$ cat src/rtl/kpscan_if.sv
// Keypad pin bundle plus the debounced key event seen by game control.
// master = scanner side (reads rows, drives columns and the key event).
interface kpscan_if;
    logic [3:0] kpr;
    logic [3:0] kpc;
    logic [3:0] num;
    logic       kphit;
    logic       kpress;

    modport master (input kpr, output kpc, output num, output kphit, output kpress);
    modport slave  (output kpr, input kpc, input num, input kphit, input kpress);
endinterface

$ cat src/rtl/kpscan.sv
// 4x4 keypad scanner with press/release debounce; one kpress pulse per accepted key.
// Latency: 2-cycle row sync, kpress DEBOUNCE cycles after detection; no backpressure (event is fire-and-forget).
module kpscan #(
    parameter int SCAN_DIV = 1000,
    parameter int DEBOUNCE = 20000
) (
    input logic      clk,
    input logic      reset,
    kpscan_if.master kp
);

    localparam int CMAX = (SCAN_DIV > DEBOUNCE) ? SCAN_DIV : DEBOUNCE;
    localparam int CW   = $clog2(CMAX);
    localparam logic [CW-1:0] SCAN_END = CW'(SCAN_DIV - 1);
    localparam logic [CW-1:0] DEB_END  = CW'(DEBOUNCE - 1);

    typedef enum logic [1:0] {S_SCAN, S_DEB, S_HELD, S_REL} state_t;

    state_t        state, state_n;
    logic [CW-1:0] cnt, cnt_n;
    logic [3:0]    kpr_m, kpr_s;
    logic [3:0]    rcap, rcap_n;
    logic [3:0]    kpc_q, kpc_n;
    logic [3:0]    num_q, num_n;
    logic          kphit_q, kphit_n;
    logic          kpress_q, kpress_n;
    logic          row_ok;
    logic [3:0]    kpc_rot;

    // Rows and columns are both active-low one-hot; bit 3 is index 0.
    function automatic logic [3:0] keymap(input logic [3:0] rows, input logic [3:0] cols);
        logic [1:0] r;
        logic [1:0] c;
        logic [3:0] code;
        r    = 2'd3;
        c    = 2'd3;
        code = 4'h0;
        case (rows)
            4'b0111: r = 2'd0;
            4'b1011: r = 2'd1;
            4'b1101: r = 2'd2;
            default: r = 2'd3;
        endcase
        case (cols)
            4'b0111: c = 2'd0;
            4'b1011: c = 2'd1;
            4'b1101: c = 2'd2;
            default: c = 2'd3;
        endcase
        case ({r, c})
            4'h0: code = 4'h1;  4'h1: code = 4'h2;  4'h2: code = 4'h3;  4'h3: code = 4'hA;
            4'h4: code = 4'h4;  4'h5: code = 4'h5;  4'h6: code = 4'h6;  4'h7: code = 4'hB;
            4'h8: code = 4'h7;  4'h9: code = 4'h8;  4'hA: code = 4'h9;  4'hB: code = 4'hC;
            4'hC: code = 4'hE;  4'hD: code = 4'h0;  4'hE: code = 4'hF;  default: code = 4'hD;
        endcase
        return code;
    endfunction

    assign row_ok  = $onehot(~kpr_s);
    assign kpc_rot = {kpc_q[0], kpc_q[3:1]};

    always_ff @(posedge clk) begin
        if (reset) begin
            kpr_m    <= 4'hF;
            kpr_s    <= 4'hF;
            state    <= S_SCAN;
            cnt      <= '0;
            rcap     <= 4'hF;
            kpc_q    <= 4'b0111;
            num_q    <= 4'h0;
            kphit_q  <= 1'b0;
            kpress_q <= 1'b0;
        end else begin
            kpr_m    <= kp.kpr;
            kpr_s    <= kpr_m;
            state    <= state_n;
            cnt      <= cnt_n;
            rcap     <= rcap_n;
            kpc_q    <= kpc_n;
            num_q    <= num_n;
            kphit_q  <= kphit_n;
            kpress_q <= kpress_n;
        end
    end

    always_comb begin
        state_n  = state;
        cnt_n    = cnt;
        rcap_n   = rcap;
        kpc_n    = kpc_q;
        num_n    = num_q;
        kphit_n  = kphit_q;
        kpress_n = 1'b0;
        case (state)
            S_SCAN: begin
                if (cnt == SCAN_END) begin
                    cnt_n = '0;
                    if (row_ok) begin
                        rcap_n  = kpr_s;
                        state_n = S_DEB;
                    end else begin
                        kpc_n = kpc_rot;
                    end
                end else begin
                    cnt_n = cnt + 1'b1;
                end
            end
            S_DEB: begin
                if (kpr_s != rcap) begin
                    kpc_n   = kpc_rot;
                    cnt_n   = '0;
                    state_n = S_SCAN;
                end else if (cnt == DEB_END) begin
                    num_n    = keymap(rcap, kpc_q);
                    kpress_n = 1'b1;
                    kphit_n  = 1'b1;
                    cnt_n    = '0;
                    state_n  = S_HELD;
                end else begin
                    cnt_n = cnt + 1'b1;
                end
            end
            S_HELD: begin
                // Extra keys or a row change while held are deliberately ignored.
                if (kpr_s == 4'hF) begin
                    cnt_n   = '0;
                    state_n = S_REL;
                end
            end
            S_REL: begin
                if (kpr_s != 4'hF) begin
                    cnt_n   = '0;
                    state_n = S_HELD;
                end else if (cnt == DEB_END) begin
                    kphit_n = 1'b0;
                    kpc_n   = kpc_rot;
                    cnt_n   = '0;
                    state_n = S_SCAN;
                end else begin
                    cnt_n = cnt + 1'b1;
                end
            end
            default: begin
                cnt_n   = '0;
                state_n = S_SCAN;
            end
        endcase
    end

    assign kp.kpc    = kpc_q;
    assign kp.num    = num_q;
    assign kp.kphit  = kphit_q;
    assign kp.kpress = kpress_q;

endmodule
$ cat src/flat_wrapper.sv
// flat-port wrapper written by rule: the top's interface ports become plain ports
module kpscan_flat 
#(
    parameter int SCAN_DIV = 1000,
    parameter int DEBOUNCE = 20000
)
  (clk, reset, kp_kpr, kp_kpc, kp_num, kp_kphit, kp_kpress);
  kpscan_if kp_i ();
  input logic clk;
  input logic reset;
  input wire logic [$bits(kp_i.kpr)-1:0] kp_kpr;
  output wire logic [$bits(kp_i.kpc)-1:0] kp_kpc;
  output wire logic [$bits(kp_i.num)-1:0] kp_num;
  output wire logic [$bits(kp_i.kphit)-1:0] kp_kphit;
  output wire logic [$bits(kp_i.kpress)-1:0] kp_kpress;
  assign kp_i.kpr = kp_kpr;
  assign kp_kpc = kp_i.kpc;
  assign kp_num = kp_i.num;
  assign kp_kphit = kp_i.kphit;
  assign kp_kpress = kp_i.kpress;
  kpscan #(.SCAN_DIV(SCAN_DIV), .DEBOUNCE(DEBOUNCE)) u_core (.clk(clk), .reset(reset), .kp(kp_i));
endmodule
$ cat config.mk
export PLATFORM = sky130hd
export DESIGN_NAME = kpscan_flat
export DESIGN_NICKNAME = d
export VERILOG_FILES = /design/src/rtl/kpscan_if.sv /design/src/rtl/kpscan.sv /design/src/flat_wrapper.sv
export SDC_FILE = /design/constraint.sdc
export NUM_CORES = 1
export LEC_CHECK = 0
export ABC_AREA = 0
export CORE_MARGIN = 3
export CORE_UTILIZATION = 50
export CTS_BUF_LIST = sky130_fd_sc_hd__clkbuf_4 sky130_fd_sc_hd__clkbuf_8 sky130_fd_sc_hd__clkbuf_16
export DETAILED_ROUTE_END_ITERATION = 10
export HOLD_SLACK_MARGIN = 0.15
export PLACE_DENSITY_LB_ADDON = 0.3
export SLEW_MARGIN = 10
export SYNTH_ARGS = -nofsm -noshare
export SYNTH_HDL_FRONTEND = slang
export SYNTH_SLANG_ARGS = --single-unit
$ cat constraint.sdc
create_clock -name clk -period 6.05 [get_ports clk]
set_input_delay 0.9075 -clock clk [delete_from_list [all_inputs] [get_ports clk]]
set_output_delay 0.9075 -clock clk [all_outputs]
set_load 0.01 [all_outputs]
After elaboration in Yosys (flattened, before gate mapping):

Memory sizes are Yosys's and may differ from the RTL's. A register that Yosys moved wholly into a read port is not among the register bits.
Index checks and enable logic that the tools add are counted.

* output and inout port bits: 10
* memory bits (writable): 0
* memories: 1
* ROM bits: 64
* bits in latches: 0
* bits in registers: 35
* bits of input ports: 6
* word-level logic and storage cells: 85

* divide/modulo/power cells: 0
* muxes and demuxes: 34
* equal/unequal tests: 26
* $add $sub $neg: 4
* order comparisons: 0
* reductions and logical operators: 9
* shift-type cells: 0
* bitwise logic cells: 3
* $mul: 0

Memory list
* (name not given): depth 16, width 4, read ports 1, clocked after memory_dff 1, wr ports 0, RTL line kpscan.sv:50 `case ({r, c})`

Operator list (count)
* $mux 15: 5
* $pmux 15 s4: 1
* $mux 2: 13
* $eq 4x4->1 const B: 5
* $mux 4: 5
* $add 15x1->15 const B: 1
* $eq 15x10->1 const B: 1
* $eq 15x15->1 const B: 1
* $ne 2x1->1 const B: 6
* $pmux 2 s3: 2
* $pmux 4 s3: 1
* $reduce_and 5->1: 2
* $eq 4x3->1 const B: 2
* $pmux 2 s4: 1
* $ne 2x2->1 const B: 3
* $ne 3x1->1 const B: 2
* $reduce_and 3->1: 2
* $reduce_and 6->1: 1
* $mux 1: 5
* $add 1x1->2: 2
* $eq 2x2->1 const B: 2
* $ne 4x4->1: 1
* $ne 4x4->1 const B: 1
* $not 4->4: 1
* other kinds (9): 10

Logic depth before layout (Yosys ltp):

Gate-level depths: netlist (run 1).

* word-level depth: 7
* depth in mapped cells: 9
* mapped depth without buffers: 9

Worst setup path after synthesis (run 1):

Ideal clock, no wire load.

* kind: register to register
* from: register u_core.kpr_s[0]
* to: register u_core.rcap[0]
* path slack: 3.730 ns
* path buffers: 0
* clock period less this slack: 2.320 ns
* library setup time: 0.063 ns
* arrival time: 2.257 ns
* data required time: 5.987 ns
* cell stages (with the launch flop): 10
* cell sequence: dfxtp_1 -> inv_1 -> ha_1 -> ha_1 -> fa_1 -> nor3b_1 -> nand2_1 -> nor3_1 -> nand2_1 -> nand3b_1

* longest elaborated chain between the ends: 5

Ends and longest elaborated chain
* from (decl): RTL line kpscan.sv:21 `logic [3:0] kpr_m, kpr_s;`
* from (signal assigned): RTL line kpscan.sv:75 `kpr_s <= kpr_m;`
* $not 4->4: RTL line kpscan.sv:59 `assign row_ok = $onehot(~kpr_s);`
* $add 1x1->2 (not written as such): RTL line kpscan.sv:59
* $add 3x3->3 (not written as such): RTL line kpscan.sv:59
* $eq 3x1->1: RTL line kpscan.sv:59
* $reduce_and 3->1 (no source line)
* to (signal assigned): RTL line kpscan.sv:78 `rcap <= rcap_n;`
* to (decl): RTL line kpscan.sv:22 `logic [3:0] rcap, rcap_n;`

Parallel ways exist; a longest one is shown, timed or not.
A chain may end at the register's enable or synchronous reset.

Worst setup path in the final report (run 1):

* from: register u_core.kpr_s[2]
* to: register u_core.rcap[1]

* longest elaborated chain between the ends: 5

Ends and longest elaborated chain (RTL line)
* $not 4->4: kpscan.sv:59
* $add 1x1->2 (not written as such): kpscan.sv:59
* $add 3x3->3 (not written as such): kpscan.sv:59
* $eq 3x1->1: kpscan.sv:59
* $reduce_and 3->1 (no source line)

No other way between the ends.

==> qor.yml, run 1 <==
cts_max_level: 2
ys_top_cells_by_area: "dfxtp_1, a21oi_1, xor2_1"
drtAntennaViolNets: 0
arrival_ps: 2950
synth.distinct_cells: 55
placedCellCount: 293
wl_met2_um: 1890
setup-tns-final_ps: 0
viasPerCell: 5.84
root_buffer: "clkbuf_8"
post-cts-setup-buffers: 0
yosysSeqAreaShare_pct: 35.3
netlist.top_cell.by_area: "dfxtp_1"
cts_tree: "yes"
place_ws_ps: 3040
final_util_pct: 58.4
rsz0062_at_grt: "false"
die_area_um2: 5260
die_h_um: 72.5
clock-sinks: 39
ir_worst_vdd_mv: 0.104
path_max_fanout: 5
grt_pass1_vias: 1549
clk_pin_slew_ps: 70
cts_resized: 0
startpoint: "u_core.kpr_s[2]"
dr_wl_met3_um: 155
hpwl_um: 2930
finalCritPeriodShare_pct: 45.0
cp_cell_sequence: "inv_1 -> ha_1 -> ha_1 -> fa_1 -> nor3b_1 -> nand2_1 -> nor3_1 -> nand2_1 -> nand3b_1"
powerDensity_nw_per_um2: 213
std_cell_rows: 23
fin_crit_ps: 2720
fin_skew_ps: 4.94
clockBufferDepth: 2
setup_ws_ps: 3330
ys_top_cells_by_count: "dfxtp_1, a21oi_1, nand2_1"
grt_pass1_wl_um: 7180
layout-drive-gt1-share_pct: 11.2
post-route-drc-count: 0
max_stage_delay_ps: 440
ios: 16
worst_pin_slew_ps: 906
top_layer: "met4"
ctsHoldBuffers: 0
cp_slowest_cell: "fa_1"
initial_core_util_pct: 53.4
async_flop_share_pct: 0
core_area_um2: 4140
max_freq_ghz: 0.367
syn_nets: 259
slew_headroom_pct: 39.4
grt_max_degree: 32
syn-instance-count: 244
die_w_um: 72.5
grtUsageTotal_pct: 16.9
diodes: 0
worstSetupEndpointType: "flop"
p_leak_uw: 0.000916
outcome: "finished clean"
post-synth-top-count-cell: "dfxtp_1"
synth_edf_count: 0
rr_endpoint: "u_core.rcap[1]"
cts_buffers: 5
worstHoldPathType: "reg2reg"
m1WireLength_um: 2040
timing.rr.start: "u_core.kpr_s[2]"
synth_top_area_share_pct: 35.3
drt-pass1-iter-count: 4
synth_area_um2: 2210
cp-start-kind: "flop"
setup_violations: 0
hold_violations: 0
portBuffers: 15
ys_seq_elements: 39
endpoint: "u_core.rcap[1]"
cap_violations: 0
crit_type: "reg2reg"
antenna_found_initial: 0
final_max_slew_viol_count: 0
rr_worst_depth: 9
overflow: 0
syn2layout_area_growth_pct: 9.45
drtIter0Drc: 111
r2r_setup_slack_ps: 3330
synth-main-ff-cell: "dfxtp_1"
wire_per_inst_um: 13.7
nFillCells: 378
finalNetCount: 265
clkLatencyLatePin_ps: 290
yosys_warnings: 0
fin_cells: 301
syn_area_per_cell_um2: 9.06
min_from: "u_core.kpr_m[1]"
vias: 1757
cp_data_required_time_ps: 6280
drt-total-wl_um: 4130
gp_congestion: 0.862
## layout by cell type (no fill, tap or decap), types with 4 or more instances in the layout
master | synthesis | layout
a21oi_1 | 23 | 23
and3_1 | 4 | 4
clkbuf_8 | 1 | 6
clkdlybuf4s50_1 | 0 | 15
dfxtp_1 | 39 | 39
ha_1 | 8 | 8
inv_1 | 8 | 8
mux2i_1 | 6 | 6
nand2_1 | 20 | 20
nand3_1 | 10 | 10
nand3b_1 | 6 | 6
nand4_1 | 7 | 7
nand4b_1 | 4 | 4
nor2_1 | 6 | 6
nor3_1 | 5 | 5
o21ai_0 | 9 | 9
or2_2 | 9 | 9
xnor2_1 | 5 | 5
xor2_1 | 12 | 12
## cells by family (layout without fill, tap and decap cells)
family                     after synthesis  count (layout)  share of synthesized area (%)
muxes                                    6               6                           2.72
DFF                                     39              39                           35.3
xor gates and xnor gates                19              19                           8.21
adders and majority gates                9               9                           5.43
buffers and inverters                   24              31                           6.85
and+or+nand+nor                         98              98                           28.0
AOI/OAI and AO/OA                       49              49                           13.5
## per-stage QoR
| step | hold WS [ps] | total power [µW] | area, µm² |
|---|---|---|---|
| CTS | 416 | 521 | 2420 |
| floorplan | 389 | 291 | 2210 |
| detailed placement | 398 | 299 | 2300 |
| finish | 412 | 516 | 2420 |
| global placement | 391 | 298 | 2300 |
| global route | 432 | 535 | 2420 |
## area by class of cell
class	instances	area, µm²	share of cell area (%)
well taps	50	62.6	2.59
repair buffers	15	150	6.20
clock buffers	6	82.6	3.41
clock inverters	2	35.0	1.45
inverters	8	30.0	1.24
flip-flops and latches	39	781	32.3
multi-input cells	181	1280	52.8
## metal layers
layer  up-vias  track usage [%]
li1        897                -
met1       823             23.4
met2        31             26.0
met3         6             3.88
met4         0             5.33
met5         -                0
## critical path: cells and delay by family, from the launching register on
family | cells | cell delay, ps
and+or+nand+nor | 5 | 1240
buffers and inverters | 1 | 80
DFF | 1 | 430
adders and majority gates | 3 | 930
## registers in the layout, summed over array words and instances (netlist names)
register / cells
u_core.cnt: 15
u_core.kp.kpc: 4
u_core.kpr_s: 4
u_core.kp.kpress: 1
u_core.kp.num: 4
u_core.kp.kphit: 1
u_core.kpr_m: 4
u_core.state: 2
u_core.rcap: 4
## how the worst min path moves through the flow
| stage | end | slack (ps) | depth (start not counted) |
|---|---|---|---|
| finish | u_core.kpr_s[1] | 410 | 1 |
| global route | u_core.kpr_s[1] | 430 | 1 |
| CTS | u_core.kpr_s[1] | 420 | 1 |
| detailed placement | u_core.kpr_s[1] | 400 | 1 |
| global placement | u_core.kpr_s[1] | 390 | 1 |
| floorplan | u_core.kpr_s[0] | 390 | 1 |
## report_power, final
group          switching (µW)  internal, µW
clock                    89.7           133
sequential               3.80           261
combinational            15.9          12.3
total                     109           407
(Power assumes the default switching activity.)
==> inputs of run 2 (changes only) <==
==> constraint.sdc (replaced) <==
create_clock -name clk -period 2.54 [get_ports clk]
set_input_delay 0.381 -clock clk [delete_from_list [all_inputs] [get_ports clk]]
set_output_delay 0.381 -clock clk [all_outputs]
set_load 0.01 [all_outputs]
==> qor.yml, run 2 (same netlist as run 1, synthesis figures left out) <==
top_register: "u_core.cnt"  # unchanged
power_frac_comb_pct: 6.4  # was 5.5%
viasPerCell: 5.78  # was 5.84
r2r_setup_slack_ps: 210  # was 3330 ps
wire_per_inst_um: 13.5  # was 13.7 µm
setup_violations: 0  # unchanged
cp-start-kind: "flop"  # unchanged
rr_endpoint: "u_core.kp.kpc[3]"  # was u_core.rcap[1]
antenna_found_initial: 0  # unchanged
endpoint: "u_core.kp.kpc[3]"  # was u_core.rcap[1]
clockBufferDepth: 2  # unchanged
path_delay_family: "adder cells"  # was simple AND/OR/NAND/NOR gates
multi_input_area_um2: 1290  # was 1280 µm²
arrival_ps: 2550  # was 2950 ps
std_cell_rows: 23  # unchanged
regArea_um2: 781  # unchanged
hold_violations: 0  # unchanged
die_w_um: 72.5  # unchanged
core_area_um2: 4140  # unchanged
portBuffers: 15  # unchanged
p_leak_uw: 0.000940  # was 0.000916 µW
hpwl_um: 3060  # was 2930 µm
ios: 16  # unchanged
cap_violations: 0  # unchanged
p_int_uw: 916  # was 407 µW
placedCellCount: 299  # was 293
diodes: 0  # unchanged
nFillCells: 372  # was 378
die_h_um: 72.5  # unchanged
initial_core_util_pct: 53.4  # unchanged
final_util_pct: 59.4  # was 58.4%
path_buf_inv: 1  # unchanged
powerDensity_nw_per_um2: 477  # was 213 nW/µm²
cts_tree: "yes"  # unchanged
gp_congestion: 0.849  # was 0.862
cp_cell_sequence: "inv_1 -> ha_1 -> ha_1 -> fa_1 -> nor3b_2 -> o21ai_0 -> nand3b_1 -> mux2i_1"  # was inv_1 -> ha_1 -> ha_1 -> fa_1 -> nor3b_1 -> nand2_1 -> nor3_1 -> nand2_1 -> nand3b_1
largest_register_ffs: 15  # unchanged
drtIter0Drc: 114  # was 111
hold_ws_ps: 410  # was 412 ps
cts_buffers: 5  # unchanged
rr_worst_depth: 8  # was 9
timing.rr.start: "u_core.kpr_s[1]"  # was u_core.kpr_s[2]
cts_max_level: 2  # unchanged
die_area_um2: 5260  # unchanged
power_uw: 1170  # was 516 µW
ir_worst_vdd_mv: 0.293  # was 0.104 mV
max_freq_ghz: 0.429  # was 0.367 GHz
grt_max_degree: 21  # was 32
clkLatencyLatePin_ps: 290  # about the same
rsz0062_at_grt: "false"  # unchanged
startpoint: "u_core.kpr_s[1]"  # was u_core.kpr_s[2]
clk_pin_slew_ps: 70  # about the same
syn2layout_area_growth_pct: 11.3  # was 9.45%
worstSetupEndpointType: "flop"  # unchanged
power.share.clock_pct: 40.0  # was 43.2%
switching_power_uw: 257  # was 109 µW
drt-pass1-iter-count: 4  # unchanged
fin_crit_ps: 2330  # was 2720 ps
crit_type: "reg2reg"  # unchanged
root_buffer: "clkbuf_8"  # unchanged
post-route-drc-count: 0  # unchanged
slew_headroom_pct: 62.1  # was 39.4%
vias: 1774  # was 1,757
cp_data_required_time_ps: 2760  # was 6280 ps
grtUsageTotal_pct: 17.6  # was 16.9%
ctsHoldBuffers: 0  # unchanged
layout-drive-gt1-share_pct: 14.0  # was 11.2%
fin_skew_ps: 2.89  # was 4.94 ps
worstHoldPathType: "reg2reg"  # unchanged
final_common_cell: "dfxtp_1"  # unchanged
finalNetCount: 271  # was 265
layout_common_cells: "dfxtp_1, a21oi_1, nand2_1"  # unchanged
fin_cells: 307  # was 301
setup-tns-final_ps: 0  # unchanged
outcome: "finished clean"  # unchanged
drt-total-wl_um: 4130  # about the same
clock-sinks: 39  # unchanged
drtAntennaViolNets: 0  # unchanged
overflow: 0  # unchanged
path_max_fanout: 4  # was 5
switching_share_pct: 21.9  # was 21.2%
crit_top_cell: "ha_1"
worst_pin_slew_ps: 568  # was 906 ps
grt_pass1_wl_um: 7330  # was 7180 µm
worst-path-stages: 8  # was 9
finalCritPeriodShare_pct: 91.8  # was 45.0%
grt_pass1_vias: 1617  # was 1,549
p_seq_share_pct: 53.6  # was 51.3%
max_stage_delay_ps: 450  # was 440 ps
final_max_slew_viol_count: 0  # unchanged
cp_slowest_cell: "fa_1"  # unchanged
-- run 2: cell count changes in the layout (fill, tap and decap cells not counted), sizes merged --
cell | previous run | this run
bufinv | 1 | 0
clkbuf | 6 | 8
buf | 0 | 6
clkinv | 1 | 0
-- run 2: worst min-delay path by stage --
stage | from | to | slack [ps] | cells after the start
after CTS | u_core.kpr_m[2] | u_core.kpr_s[2] | 410 | 1
after global routing | u_core.kpr_m[2] | u_core.kpr_s[2] | 430 | 1
after global placement | u_core.kpr_m[0] | u_core.kpr_s[0] | 390 | 1
after floorplan | u_core.kpr_m[0] | u_core.kpr_s[0] | 390 | 1
after detailed placement | u_core.kpr_m[2] | u_core.kpr_s[2] | 400 | 1
final | u_core.kpr_m[2] | u_core.kpr_s[2] | 410 | 1
-- run 2: worst register-to-register path: stages, from the launching register on --
cell      delay, ps
dfxtp_1         400
inv_1            60
ha_1            270
ha_1            210
fa_1            450
nor3b_2         250
o21ai_0         140
nand3b_1        250
mux2i_1         230
-- run 2: area by class of cell --
cell class                 count  share of cell area, %
multi-input combinational    181                   52.4
tap                           50                   2.54
sequential                    39                   31.7
clock buffer                   8                   4.22
inverter                       8                   1.22
timing repair buffer          21                   7.93
-- run 2: timing repair --
| item | CTS | global route |
|---|---|---|
| setup endpoints to repair | 1 | 8 |
| resized for setup | 1 | 1 |
| setup buffers | 0 | 0 |
-- run 2: routing by layer --
metal / share of wire [%] / GRT usage [%] / vias to the layer above
li1: - / - / 909
met1: 51 / 24.6 / 825
met2: 44 / 26.4 / 36
met3: 4.2 / 4.57 / 4
met4: 0.99 / 5.53 / 0
met5: 0 / 0 / -
-- run 2: power by group through the flow --
stage | combinational, µW | sequential [µW] | clock [µW]
floorplan | 51.9 | 641 | 0
global placement | 72.2 | 642 | 0
detailed placement | 73.1 | 643 | 0
CTS | 73.8 | 629 | 484
global route | 84.1 | 630 | 507
finish | 74.9 | 629 | 469
-- run 2: stage by stage --
| step | worst slack (ps) | area, µm² |
|---|---|---|
| 4_1_cts | 95.8 | 2460 |
| 2_1_floorplan | 220 | 2210 |
| 3_5_place_dp | 24.2 | 2350 |
| 6_report | 208 | 2460 |
| 5_1_grt | 35.2 | 2460 |
| 3_3_place_gp | 151 | 2350 |
==> inputs of run 3 (changes only) <==
--- a/config.mk
+++ b/config.mk
@@ -6,6 +6,7 @@
 export NUM_CORES = 1
 export LEC_CHECK = 0
 export ABC_AREA = 0
+export CAP_MARGIN = 20
 export CORE_MARGIN = 3
 export CORE_UTILIZATION = 50
 export CTS_BUF_LIST = sky130_fd_sc_hd__clkbuf_4 sky130_fd_sc_hd__clkbuf_8 sky130_fd_sc_hd__clkbuf_16
==> results of run 3 <==
Final layout, timing and power as in run 2 (identical DEF).
